`src/rtl/uart_transmitter_if.sv`:
```
// Byte-producer handshake into the UART transmitter.
// The master offers a byte with valid; the slave accepts it while ready is high.
interface uart_transmitter_if;
    logic [7:0] data_in;
    logic       data_in_valid;
    logic       data_in_ready;

    modport master (
        output data_in,
        output data_in_valid,
        input  data_in_ready
    );

    modport slave (
        input  data_in,
        input  data_in_valid,
        output data_in_ready
    );
endinterface

```
`src/rtl/uart_transmitter.sv`:
```
// 8N1 UART transmitter: one start bit, eight data bits LSB first, one stop bit.
// Every symbol is held for CLOCK_FREQ/BAUD_RATE clocks, and the line is driven from a flop.
module uart_transmitter #(
    parameter int unsigned CLOCK_FREQ = 125_000_000,
    parameter int unsigned BAUD_RATE  = 115_200
) (
    input  logic                clk,
    input  logic                rst,
    uart_transmitter_if.slave   tx_if,
    output logic                serial_out
);

    localparam int unsigned T     = CLOCK_FREQ / BAUD_RATE;
    localparam int unsigned CNT_W = (T < 2) ? 1 : $clog2(T);

    generate
        if (T < 2) begin : g_bad_rate
            $error("uart_transmitter: CLOCK_FREQ/BAUD_RATE must be at least 2");
        end
    endgenerate

    typedef enum logic [1:0] {
        IDLE  = 2'd0,
        START = 2'd1,
        DATA  = 2'd2,
        STOP  = 2'd3
    } state_t;

    state_t             state_q;
    logic [CNT_W-1:0]   cnt_q;
    logic [CNT_W-1:0]   cnt_d;
    logic [2:0]         bit_q;
    logic [2:0]         bit_d;
    logic [7:0]         shift_q;
    logic               serial_q;
    logic               ready_q;
    logic               sym_end;
    logic               accept;

    assign sym_end = (cnt_q == CNT_W'(T - 1));
    assign accept  = tx_if.data_in_valid && ready_q;

    // Cycle counter runs only while a frame is on the line and wraps at each symbol boundary.
    always_comb begin
        cnt_d = cnt_q;
        bit_d = bit_q;
        if (state_q != IDLE) begin
            if (sym_end) begin
                cnt_d = '0;
            end else begin
                cnt_d = cnt_q + CNT_W'(1);
            end
        end
        if (state_q == DATA && sym_end) begin
            bit_d = (bit_q == 3'd7) ? 3'd0 : bit_q + 3'd1;
        end
    end

    always_ff @(posedge clk or posedge rst) begin
        if (rst) begin
            state_q  <= IDLE;
            cnt_q    <= '0;
            bit_q    <= '0;
            shift_q  <= '0;
            serial_q <= 1'b1;
            ready_q  <= 1'b1;
        end else begin
            cnt_q <= cnt_d;
            bit_q <= bit_d;
            case (state_q)
                IDLE: begin
                    if (accept) begin
                        state_q  <= START;
                        shift_q  <= tx_if.data_in;
                        serial_q <= 1'b0;
                        ready_q  <= 1'b0;
                        cnt_q    <= '0;
                    end
                end
                START: begin
                    if (sym_end) begin
                        state_q  <= DATA;
                        serial_q <= shift_q[0];
                        shift_q  <= {1'b0, shift_q[7:1]};
                    end
                end
                // Shifter always holds the next bit to send in its LSB.
                DATA: begin
                    if (sym_end) begin
                        if (bit_q == 3'd7) begin
                            state_q  <= STOP;
                            serial_q <= 1'b1;
                        end else begin
                            serial_q <= shift_q[0];
                            shift_q  <= {1'b0, shift_q[7:1]};
                        end
                    end
                end
                STOP: begin
                    if (sym_end) begin
                        state_q <= IDLE;
                        ready_q <= 1'b1;
                    end
                end
            endcase
        end
    end

    assign tx_if.data_in_ready = ready_q;
    assign serial_out          = serial_q;

endmodule

```
`src/flat_wrapper.sv`:
```
// flat-port wrapper written by rule: the top's interface ports become plain ports
module uart_transmitter_flat 
#(
    parameter int unsigned CLOCK_FREQ = 125_000_000,
    parameter int unsigned BAUD_RATE  = 115_200
)
  (clk, rst, serial_out, tx_if_data_in, tx_if_data_in_valid, tx_if_data_in_ready);
  uart_transmitter_if tx_if_i ();
  input  logic clk;
  input  logic rst;
  output logic serial_out;
  input wire logic [$bits(tx_if_i.data_in)-1:0] tx_if_data_in;
  input wire logic [$bits(tx_if_i.data_in_valid)-1:0] tx_if_data_in_valid;
  output wire logic [$bits(tx_if_i.data_in_ready)-1:0] tx_if_data_in_ready;
  assign tx_if_i.data_in = tx_if_data_in;
  assign tx_if_i.data_in_valid = tx_if_data_in_valid;
  assign tx_if_data_in_ready = tx_if_i.data_in_ready;
  uart_transmitter #(.CLOCK_FREQ(CLOCK_FREQ), .BAUD_RATE(BAUD_RATE)) u_core (.clk(clk), .rst(rst), .tx_if(tx_if_i), .serial_out(serial_out));
endmodule
```
`config.mk`:
```
export PLATFORM = sky130hd
export DESIGN_NAME = uart_transmitter_flat
export DESIGN_NICKNAME = d
export VERILOG_FILES = /design/src/rtl/uart_transmitter_if.sv /design/src/rtl/uart_transmitter.sv /design/src/flat_wrapper.sv
export SDC_FILE = /design/constraint.sdc
export NUM_CORES = 1
export LEC_CHECK = 0
export CORE_ASPECT_RATIO = 2
export CORE_UTILIZATION = 40
export DETAILED_ROUTE_END_ITERATION = 7
export PLACE_DENSITY = 0.61
export RECOVER_POWER = 25
export SLEW_MARGIN = 20
export SYNTH_ARGS = -nofsm -noshare
export SYNTH_HDL_FRONTEND = slang
export SYNTH_SLANG_ARGS = --single-unit
export TNS_END_PERCENT = 100
```
`constraint.sdc`:
```
create_clock -name clk -period 2.6 [get_ports clk]
set_input_delay 0.52 -clock clk [delete_from_list [all_inputs] [get_ports clk]]
set_output_delay 0.52 -clock clk [all_outputs]
set_load 0.005 [all_outputs]
```
[Word level (Yosys, flattened, before mapping)]
Index checks and enable logic that the tools add are counted.
Word-level totals
  logic and storage cells: 52
  register bits after elaboration: 26
  input bits: 11
Operators by class
  equal/unequal tests: 11
  muxes and demuxes: 23
  add/subtract/negate cells: 2
  reductions and logical operators: 10
Operators with widths (count)
  $mux 11: 4
  $mux 8: 4
  $pmux 8 s3: 1
  $add 11x1->11 const B: 1
  $eq 11x11->1 const B: 1
  $mux 2: 5
  $reduce_and 5->1: 2
  $ne 2x1->1 const B: 4
  $pmux 2 s4: 1
  $mux 1: 5
  $eq 2x2->1 const B: 2
  $ne 2x2->1 const B: 2
  $reduce_and 4->1: 1
  $reduce_bool 2->1: 2
  $add 3x1->3 const B: 1
  $eq 3x3->1 const B: 1
  $mux 3: 1
  $pmux 1 s3: 1
  $reduce_and 3->1: 1
  $reduce_bool 3->1: 1
  $eq 2x1->1 const B: 1
  $logic_and 1x1->1: 2
  $logic_not 2->1: 1
  $pmux 1 s2: 1

[Longest topological paths before layout]
Gate-level depths: netlist (run 1).
  depth in word-level cells: 5
  mapped depth: 7
  gate-level depth less buffers: 6

[Worst setup path before layout (run 1)]
No wires, ideal clock.
  path kind: reg2reg
  start: register u_core.state_q[0]
  end: register u_core.shift_q[2]
  stages on the path, launching flop included: 7
  data arrival time: 1807 ps
  clock period less this slack: 1932 ps
  library setup time: 125 ps
  required time: 2475 ps
  slack: 668 ps
  cell sequence: dfrtp_1 -> inv_1 -> ha_1 -> a21boi_0 -> nor2_1 -> nand4_4 -> mux2_2
Between the ends
  word-level cells in the longest chain between the ends: 3
Ends and longest elaborated chain
  start: declaration: line uart_transmitter.sv:29  | state_t state_q;
  start signal: assignment: line uart_transmitter.sv:61  | state_q <= IDLE;
  start signal: assignment: line uart_transmitter.sv:73  | state_q <= START;
  start signal: assignment: line uart_transmitter.sv:82  | state_q <= DATA;
  $eq 2x2->1 (tied with other cells): line uart_transmitter.sv:70  | case (state_q)
  $ne 2x2->1 (no line) (tied with other cells)
  $reduce_and 5->1 (no line)
  end signal: assignment: line uart_transmitter.sv:74  | shift_q <= tx_if.data_in;
  end signal: assignment: line uart_transmitter.sv:84  | shift_q <= {1'b0, shift_q[7:1]};
  end signal: assignment: line uart_transmitter.sv:95  | shift_q <= {1'b0, shift_q[7:1]};
  end: declaration: line uart_transmitter.sv:34  | logic [7:0] shift_q;
Several ways; a longest one is shown, not always the timed one.
A chain may end at the register's enable or synchronous reset.

[Final worst setup path (run 1)]
  start: register u_core.cnt_q[0]
  end: register u_core.state_q[1]
Between the ends
  word-level cells in the longest chain between the ends: 3
Ends and longest elaborated chain
  start: declaration: line uart_transmitter.sv:30  | logic [CNT_W-1:0] cnt_q;
  start signal: assignment: line uart_transmitter.sv:68  | cnt_q <= cnt_d;
  $eq 11x11->1 (*): line uart_transmitter.sv:40  | assign sym_end = (cnt_q == CNT_W'(T - 1));
  $ne 2x1->1 (no line)
  $reduce_and 5->1 (no line) (*)
Mark *: on every way between the ends. The rest lies on a longest branch, timed or not.

==> results of run 1 <==
## worst max path at each step
stage                         from           endpoint  slack (ps)  depth (start not counted)
2_1_floorplan    u_core.state_q[0]  u_core.shift_q[2]         670                          6
3_3_place_gp   tx_if_data_in_valid  u_core.shift_q[7]         560                          5
3_5_place_dp   tx_if_data_in_valid  u_core.shift_q[1]         500                          5
4_1_cts            u_core.cnt_q[0]  u_core.state_q[1]         570                          7
5_1_grt            u_core.cnt_q[0]  u_core.state_q[1]         410                          7
6_report           u_core.cnt_q[0]  u_core.state_q[1]         580                          7
## cells in the final DEF, fill, tap and decap left out, types with 2 or more instances in the layout
master,instances
dfrtp_1,24
mux2_2,18
nand2_1,13
clkdlybuf4s50_1,11
o21ai_0,10
inv_1,10
ha_1,9
nor2_1,7
a21oi_1,5
a31oi_1,5
buf_4,5
nor3_1,3
nor4_1,3
mux2_4,3
clkbuf_8,3
a21boi_0,2
nand3_1,2
a22o_1,2
nor2b_1,2
dfstp_2,2
## cell type report
| type | count | area [sq um] |
|---|---|---|
| tap | 49 | 61.3 |
| clock buffer | 4 | 45.0 |
| timing repair buffer | 17 | 158 |
| sequential | 26 | 653 |
| multi-input combinational | 101 | 826 |
| fill | 350 | 1870 |
| inverter | 10 | 37.5 |
## layer usage
metal  GRT usage [%]  wire, um  up-vias
met2            34.2      1870       20
li1                -         -      540
met5               0         0        -
met3            2.02        56       10
met4            9.09        85        0
met1            18.3      1110      546
## sequential cells by signal (all words and copies together) (netlist names)
signal	count
u_core.tx_if.data_in_ready	1
u_core.state_q	2
u_core.shift_q	8
u_core.cnt_q	11
u_core.bit_q	3
u_core.serial_out	1
## critical path, stage by stage (launching register included)
cell and delay [ps]:
dfrtp_1 430, inv_1 100, ha_1 150, nand4bb_1 270, nor3_1 230, buf_4 170, o221a_2 230, mux2_2 340
## report_power, final
group / switching, W / internal, W / leakage, nW
Combinational: 0.0000106 / 0.0000151 / 0.468
Sequential: 0 / 0.000404 / 0.322
Clock: 0.000126 / 0.000110 / 0.0228
Total: 0.000136 / 0.000529 / 0.813
## stage by stage
step / instance area, sq um / utilization (%) / total power [W] / std cells
after global routing: 1780 / 48.8 / 0.000692 / 207
final: 1780 / 48.8 / 0.000665 / 207
after global placement: 1740 / 47.6 / 0.000438 / 203
after CTS: 1780 / 48.8 / 0.000677 / 207
after detailed placement: 1740 / 47.6 / 0.000439 / 203
after floorplan: 1530 / - / 0.000419 / 139
## cell usage after synthesis, types with 2 or more instances
master	number	area, sq um
o21ai_0	10	50.1
a21boi_0	2	15.0
mux2_2	18	203
dfstp_2	2	52.6
a22o_1	2	17.5
nor2b_1	2	12.5
inv_1	10	37.5
nor3_1	3	15.0
a21oi_1	5	25.0
nand2_1	13	48.8
nor4_1	3	18.8
nand3_1	2	10.0
mux2_4	3	45.0
ha_1	9	113
dfrtp_1	24	601
a31oi_1	5	31.3
nor2_1	7	26.3
## logic make-up (layout without fill, tap and decap cells)
kind of cell | Yosys count | in the layout | synth area share (%)
and+or+nand+nor | 39 | 39 | 15.3
muxes | 22 | 22 | 16.9
adders and majority gates | 9 | 9 | 7.38
buffers and inverters | 12 | 31 | 3.03
DFF | 26 | 26 | 42.8
AOI/OAI and AO/OA | 30 | 30 | 14.0
xor gates and xnor gates | 1 | 1 | 0.574
==> impl_metrics.toml, run 1 <==
[critical_path]
rr_worst_depth = 7
crit_fanout = 5
timing.rr.end = "u_core.state_q[1]"
cp-start-kind = "register"
end_kind = "register"
r2r_slack_ps = 580
required_ps = 2760
critical_path_class = "register to register"
r2r_start = "u_core.cnt_q[0]"
cp.arrival_ps = 2190

[die]
die_h_um = 89.3
placementRows = 31
io_pins = 13
core_sq_mm = 0.00365
start_util_pct = 41.8
die_x_um = 45.7
die-area_sq_mm = 0.00408

[global_routing]
grt_max_degree = 20
grt_pass1_wl_mm = 5.43
antenna_found_initial = 0
grt_pass1_vias = 1231
gr-total-overflow = 0
grt_usage_pct = 18.1

[yosys]
synthFlopType = "dfrtp_1"
netlist_area_sq_mm = 0.00153
async_reset_ff_share_pct = 100
syn-num-nets = 159
synth_cell_types = 36
synth_edf_count = 0
synth_seq_cells = 26
yosysWarnings = 0
seq_area_frac_synth_pct = 42.8
syn_inst = 139
avgSynthCellArea_sq_um = 11.0

[power_and_ir_drop]
power-per-cell-area_mw_per_mm2 = 374
ir_worst_vdd_uv = 307
leakagePower_nw = 0.813

[job]
maxCapViolations = 0

[cts]
cts_tree = "built"
cts.clk_slew.worst_paths_ps = 90
clock-sinks = 26
post_cts_buffers = 0
post_cts_resize_count = 0
cts_buffer_depth = 2
cts-root-buf = "clkbuf_8"
clk_latency_ps = 270
htreeDepth = 1
cts_made_buffers = 3
hold_buffers = 0

[detailed_routing]
dr_total_vias = 1116
drt_pass1_iterations = 4
wl_mm = 3.13
drc = 0
antenna_left = 0
wl_per_cell_um = 15.1
drt_iter0_drc = 17
viasPerCell = 5.39

[sta]
rsz0062_at_grt = "no"
min_period_ps = 2020
worst_slack_ps = 577
drv_slew = 0
fmaxAchievable_mhz = 494
slew_headroom_pct = 49.4
fin_setup_tns_ps = 0
holdWs_ps = 512
worst_pin_slew_ps = 758
finalSetupViolations = 0
fin_skew_ps = 2.16
period_share_pct = 77.8
hold_viol = 0

[place]
hpwl_mm = 2.49
finalWeightedCongestion = 0.849
dp_slack_ps = 499
numPortBuffers = 12

[min_path]
whs_path_depth = 1
hp-start = "u_core.shift_q[4]"
hp-class = "register to register"
holdPathEnd = "u_core.shift_q[4]"

[finish]
nNetsFinal = 179
diodes = 0
final_layout_size_suffix_gt1_share_pct = 24.1
syn_to_final_growth_pct = 16.7

[run_status]
status = "finished, final reports clean"
Power figures use the tool's default switching activity.
==> run 2, diff against run 1 <==
==> constraint.sdc (replaced) <==
create_clock -name clk -period 2 [get_ports clk]
set_input_delay 0.4 -clock clk [delete_from_list [all_inputs] [get_ports clk]]
set_output_delay 0.4 -clock clk [all_outputs]
set_load 0.005 [all_outputs]
==> run 2 against run 1 <==
Die area unchanged. Via count increased by 2.9%. Cell count rose by 2.4%. Cell area rose by 4.1%. Non-clock buffer count rose by 5. Critical path depth is 1 lower. Power grew 37%. Clock skew is 1.6 ps higher. Flip-flop and latch count unchanged. Critical endpoint is now u_core.shift_q[0].
==> impl_metrics.toml, run 2 (synthesized netlist as in run 1, its figures left out) <==
[critical_path]
max_stage_delay_ps = 420
critical_path_class = "register to register"
crit_path_cell_trace = "inv_2, ha_4, nand4bb_4, o41ai_4, nand4_4, mux2_4"
slowest_stage = "o41ai_4"
crit_fanout = 8
cp_top_family = "compound AO/OA/AOI/OAI gates"
cp-start-kind = "register"
cp_num_buf_inv = 1
end_kind = "register"
required_ps = 2170
cp.arrival_ps = 2050

[finish]
most-common-layout-cells = "24 x dfrtp_1, 18 x mux2_2, 13 x nand2_1"
nNetsFinal = 184
syn_to_final_growth_pct = 21.6
fill_cells = 349
diodes = 0
regArea_sq_um = 653
largest_reg_flops = 11
mostFrequentLayoutCell = "dfrtp_1"
top_register = "u_core.cnt_q"
final_layout_size_suffix_gt1_share_pct = 29.4
multi_input_area_sq_um = 855
largestRegisters = "u_core.cnt_q x11, u_core.shift_q x8, u_core.bit_q x3"

[cts]
cts-root-buf = "clkbuf_8"
cts.clk_slew.worst_paths_ps = 90
hold_buffers = 0
cts_made_buffers = 3
cts_buffer_depth = 2
htreeDepth = 1
cts_tree = "built"
clock-sinks = 26
clk_latency_ps = 280

[sta]
hold_viol = 0
worst_pin_slew_ps = 672
rsz0062_at_grt = "no"
fin_setup_tns_ps = 0
min_period_ps = 1890
slew_headroom_pct = 55.2
holdWs_ps = 521
fin_skew_ps = 3.78
fmaxAchievable_mhz = 530
finalSetupViolations = 0
period_share_pct = 94.3
drv_slew = 0

[global_routing]
grt_pass1_vias = 1170
grt_usage_pct = 17.8
grt_pass1_wl_mm = 5.24
grt_max_degree = 27
antenna_found_initial = 0
gr-total-overflow = 0

[detailed_routing]
drt_iter0_drc = 26
antenna_left = 0
dr_total_vias = 1148
drc = 0
wl_mm = 3.27
drt_pass1_iterations = 4
viasPerCell = 5.42
wl_per_cell_um = 15.4

[power_and_ir_drop]
seq_power_share_pct = 57.8
cellInternalPower_w = 0.000720
power-per-cell-area_mw_per_mm2 = 491
combPwrFrac_pct = 3.5
switching_share_pct = 20.9
ir_worst_vdd_uv = 349
leakagePower_nw = 0.835
clkPwrFrac_pct = 38.8
switchingPower_w = 0.000190

[die]
placementRows = 31
die_x_um = 45.7
core_sq_mm = 0.00365
start_util_pct = 41.8
die-area_sq_mm = 0.00408
die_h_um = 89.3
io_pins = 13

[place]
numPortBuffers = 12
finalWeightedCongestion = 0.851
hpwl_mm = 2.47

[run_status]
status = "finished, final reports clean"

[min_path]
hp-class = "register to register"

[job]
maxCapViolations = 0
[run 2: worst paths after layout]
kind	startpoint	endpoint	slack [ps]	cells past startpoint
max	u_core.cnt_q[1]	u_core.shift_q[0]	110	6
min in group asynchronous	rst	u_core.cnt_q[0]	730	3
min	u_core.shift_q[1]	u_core.shift_q[1]	520	1
min reg2reg	u_core.shift_q[1]	u_core.shift_q[1]	520	1
max in group asynchronous	rst	u_core.cnt_q[3]	840	3
max reg2reg	u_core.cnt_q[1]	u_core.shift_q[0]	110	6
[run 2: per-stage QoR]
stage               cells  worst slack (ps)  util [%]  power (W)  area [sq um]
floorplan             139              67.9         -   0.000544          1530
global placement      207              83.2      48.4   0.000568          1770
detailed placement    207              53.5      48.4   0.000570          1770
CTS                   211              41.9      49.9   0.000920          1820
global route          212              10.8      50.9   0.000941          1850
finish                212               115      50.9   0.000910          1850
[run 2: what timing repair did]
action,in CTS,in global routing
buffers inserted,0,1
endpoints found under the hold margin,0,0
gates resized for setup,0,6
endpoints found under the setup margin,0,12
[run 2: routing by layer]
metal | global-route usage, % | share of wire, %
met1 | 17.8 | 37
met3 | 1.82 | 2.0
met4 | 8.26 | 2.1
met5 | 0 | 0
met2 | 34.3 | 58
[run 2: area by class of cell]
class / count / share of cell area, %
Clock buffer: 4 / 2.97
Inverter: 10 / 2.02
Timing Repair Buffer: 22 / 10.4
Multi-Input combinational cell: 101 / 46.1
Sequential cell: 26 / 35.2
Tap cell: 49 / 3.31
[run 2: power by group through the flow]
stage / registers, W / logic [W] / clock network, W
6_report: 0.000525 / 0.0000315 / 0.000353
3_3_place_gp: 0.000536 / 0.0000325 / 0
2_1_floorplan: 0.000536 / 0.00000866 / 0
3_5_place_dp: 0.000536 / 0.0000340 / 0
5_1_grt: 0.000526 / 0.0000361 / 0.000379
4_1_cts: 0.000525 / 0.0000340 / 0.000361
==> run 3, diff against run 2 <==
--- a/config.mk
+++ b/config.mk
@@ -6,9 +6,9 @@
 export NUM_CORES = 1
 export LEC_CHECK = 0
 export CORE_ASPECT_RATIO = 2
-export CORE_UTILIZATION = 40
+export CORE_UTILIZATION = 30
 export DETAILED_ROUTE_END_ITERATION = 7
-export PLACE_DENSITY = 0.61
+export PLACE_DENSITY = 0.49
 export RECOVER_POWER = 25
 export SLEW_MARGIN = 20
 export SYNTH_ARGS = -nofsm -noshare
==> run 3 against run 2 <==
Sequential power barely moved. Wire length decreased by 1.1%. Critical path type unchanged. Maximum frequency shrank 2.8%. Clock-buffer cell count fell by 1. Cell area increased by 1.4%. Critical endpoint unchanged. Combinational power about the same. Hold slack worse by 12 ps. Worst setup slack worse by 54 ps.
==> impl_metrics.toml, run 3 (synthesized netlist as in run 1, its figures left out) <==
[run_status]
status = "finished, final reports clean"

[finish]
most-common-layout-cells = "24 x dfrtp_1, 18 x mux2_2, 13 x nand2_1"
syn_to_final_growth_pct = 23.3
diodes = 0
postLayoutCellArea_sq_mm = 0.00188
nNetsFinal = 184
largestRegisters = "u_core.cnt_q x11, u_core.shift_q x8, u_core.bit_q x3"
top_register = "u_core.cnt_q"
final_layout_size_suffix_gt1_share_pct = 28.2
largest_reg_flops = 11
mostFrequentLayoutCell = "dfrtp_1"

[cts]
cts-root-buf = "clkbuf_8"
clock-sinks = 26
cts_tree = "built"
cts.clk_slew.worst_paths_ps = 90
htreeDepth = 1
clk_latency_ps = 270
cts_made_buffers = 3
cts_buffer_depth = 2

[power_and_ir_drop]
power-per-cell-area_mw_per_mm2 = 530
fin_total_pwr_w = 0.000996
leakagePower_nw = 0.847
ir_worst_vdd_uv = 605

[critical_path]
required_ps = 2170
cp-start-kind = "register"
crit_path_cell_trace = "inv_1, ha_4, nand4bb_4, o41ai_4, nand4_4, mux2_4"
end_kind = "register"
crit_fanout = 8
slowest_stage = "o41ai_4"
cp.arrival_ps = 2100
critical_path_class = "register to register"
max_stage_delay_ps = 430

[sta]
min_period_ps = 1940
drv_slew = 0
slew_headroom_pct = 55.1
holdWs_ps = 509
hold_viol = 0
fmaxAchievable_mhz = 516
fin_setup_tns_ps = 0
period_share_pct = 97.0
finalSetupViolations = 0
fin_skew_ps = 3.25
worst_pin_slew_ps = 673

[global_routing]
antenna_found_initial = 0
grt_pass1_wl_mm = 5.27
grt_usage_pct = 13.0
grt_max_degree = 27
gr-total-overflow = 0
grt_pass1_vias = 1183

[die]
die_x_um = 52.4
placementRows = 36
core_sq_mm = 0.00486
io_pins = 13
start_util_pct = 31.4
die-area_sq_mm = 0.00539
die_h_um = 103

[min_path]
hp-class = "register to register"

[detailed_routing]
viasPerCell = 5.29
antenna_left = 0
drt_pass1_iterations = 4
drc = 0
drt_iter0_drc = 17
dr_total_vias = 1163
wl_mm = 3.23
wl_per_cell_um = 14.7

[place]
finalWeightedCongestion = 0.813
numPortBuffers = 12
place_area_sq_mm = 0.00178
hpwl_mm = 2.49

[job]
maxCapViolations = 0
run 3: changes by cell type in the layout (fill, tap and decap cells not counted), sizes merged:
cell	change
bufinv	+1
clkbuf	-1
run 3: layer usage:
layer / part of all wire [%] / GRT usage, % / wire length [um]
met5: 0 / 0 / 0
met4: 1.3 / 4.45 / 41
met3: 1.9 / 1.33 / 63
met2: 60 / 26.6 / 1930
met1: 37 / 12.4 / 1200
run 3: path summary, 6_finish.rpt:
check	cells past startpoint	startpoint	to	slack, ps
setup / recovery	6	u_core.cnt_q[0]	u_core.shift_q[0]	60
hold / removal	1	u_core.shift_q[3]	u_core.shift_q[3]	510
setup reg to reg	6	u_core.cnt_q[0]	u_core.shift_q[0]	60
hold reg to reg	1	u_core.shift_q[3]	u_core.shift_q[3]	510
max in group asynchronous	3	rst	u_core.state_q[1]	830
min in group asynchronous	3	rst	u_core.cnt_q[0]	730
run 3: per-stage QoR:
step / util, % / worst slack [ps] / instances
after floorplan: - / 67.9 / 139
after global placement: 36.5 / 75.2 / 215
after detailed placement: 36.5 / 44.3 / 215
after CTS: 38.0 / 35.8 / 219
after global routing: 38.7 / -3.71 / 220
final: 38.7 / 60.8 / 220
run 3: timing repair:
item / in CTS / in global routing
gates resized for setup: 0 / 4
buffers inserted: 0 / 1
setup endpoints to repair: 0 / 8
hold buffers: 0 / 0
run 3: critical path, delay by kind of cell, from the launching register on:
kind / cells / cell delay (ps)
compound gates: 1 / 430
fa+ha+maj: 1 / 160
buf+inv: 1 / 120
flops: 1 / 380
mux: 1 / 350
simple gates: 2 / 400
run 3: area by class of cell:
type,count,area (sq um)
clock buffers,3,41.3
multi-input cells,101,855
well taps,57,71.3
clock inverters,1,30.0
fillers,507,2980
flip-flops and latches,26,653
inverters,10,37.5
repair buffers,22,193
run 3: power breakdown:
part | total, W | switching [W] | internal (W)
clock | 0.000439 | 0.000171 | 0.000268
combinational | 0.0000316 | 0.0000138 | 0.0000178
sequential | 0.000525 | 0 | 0.000525
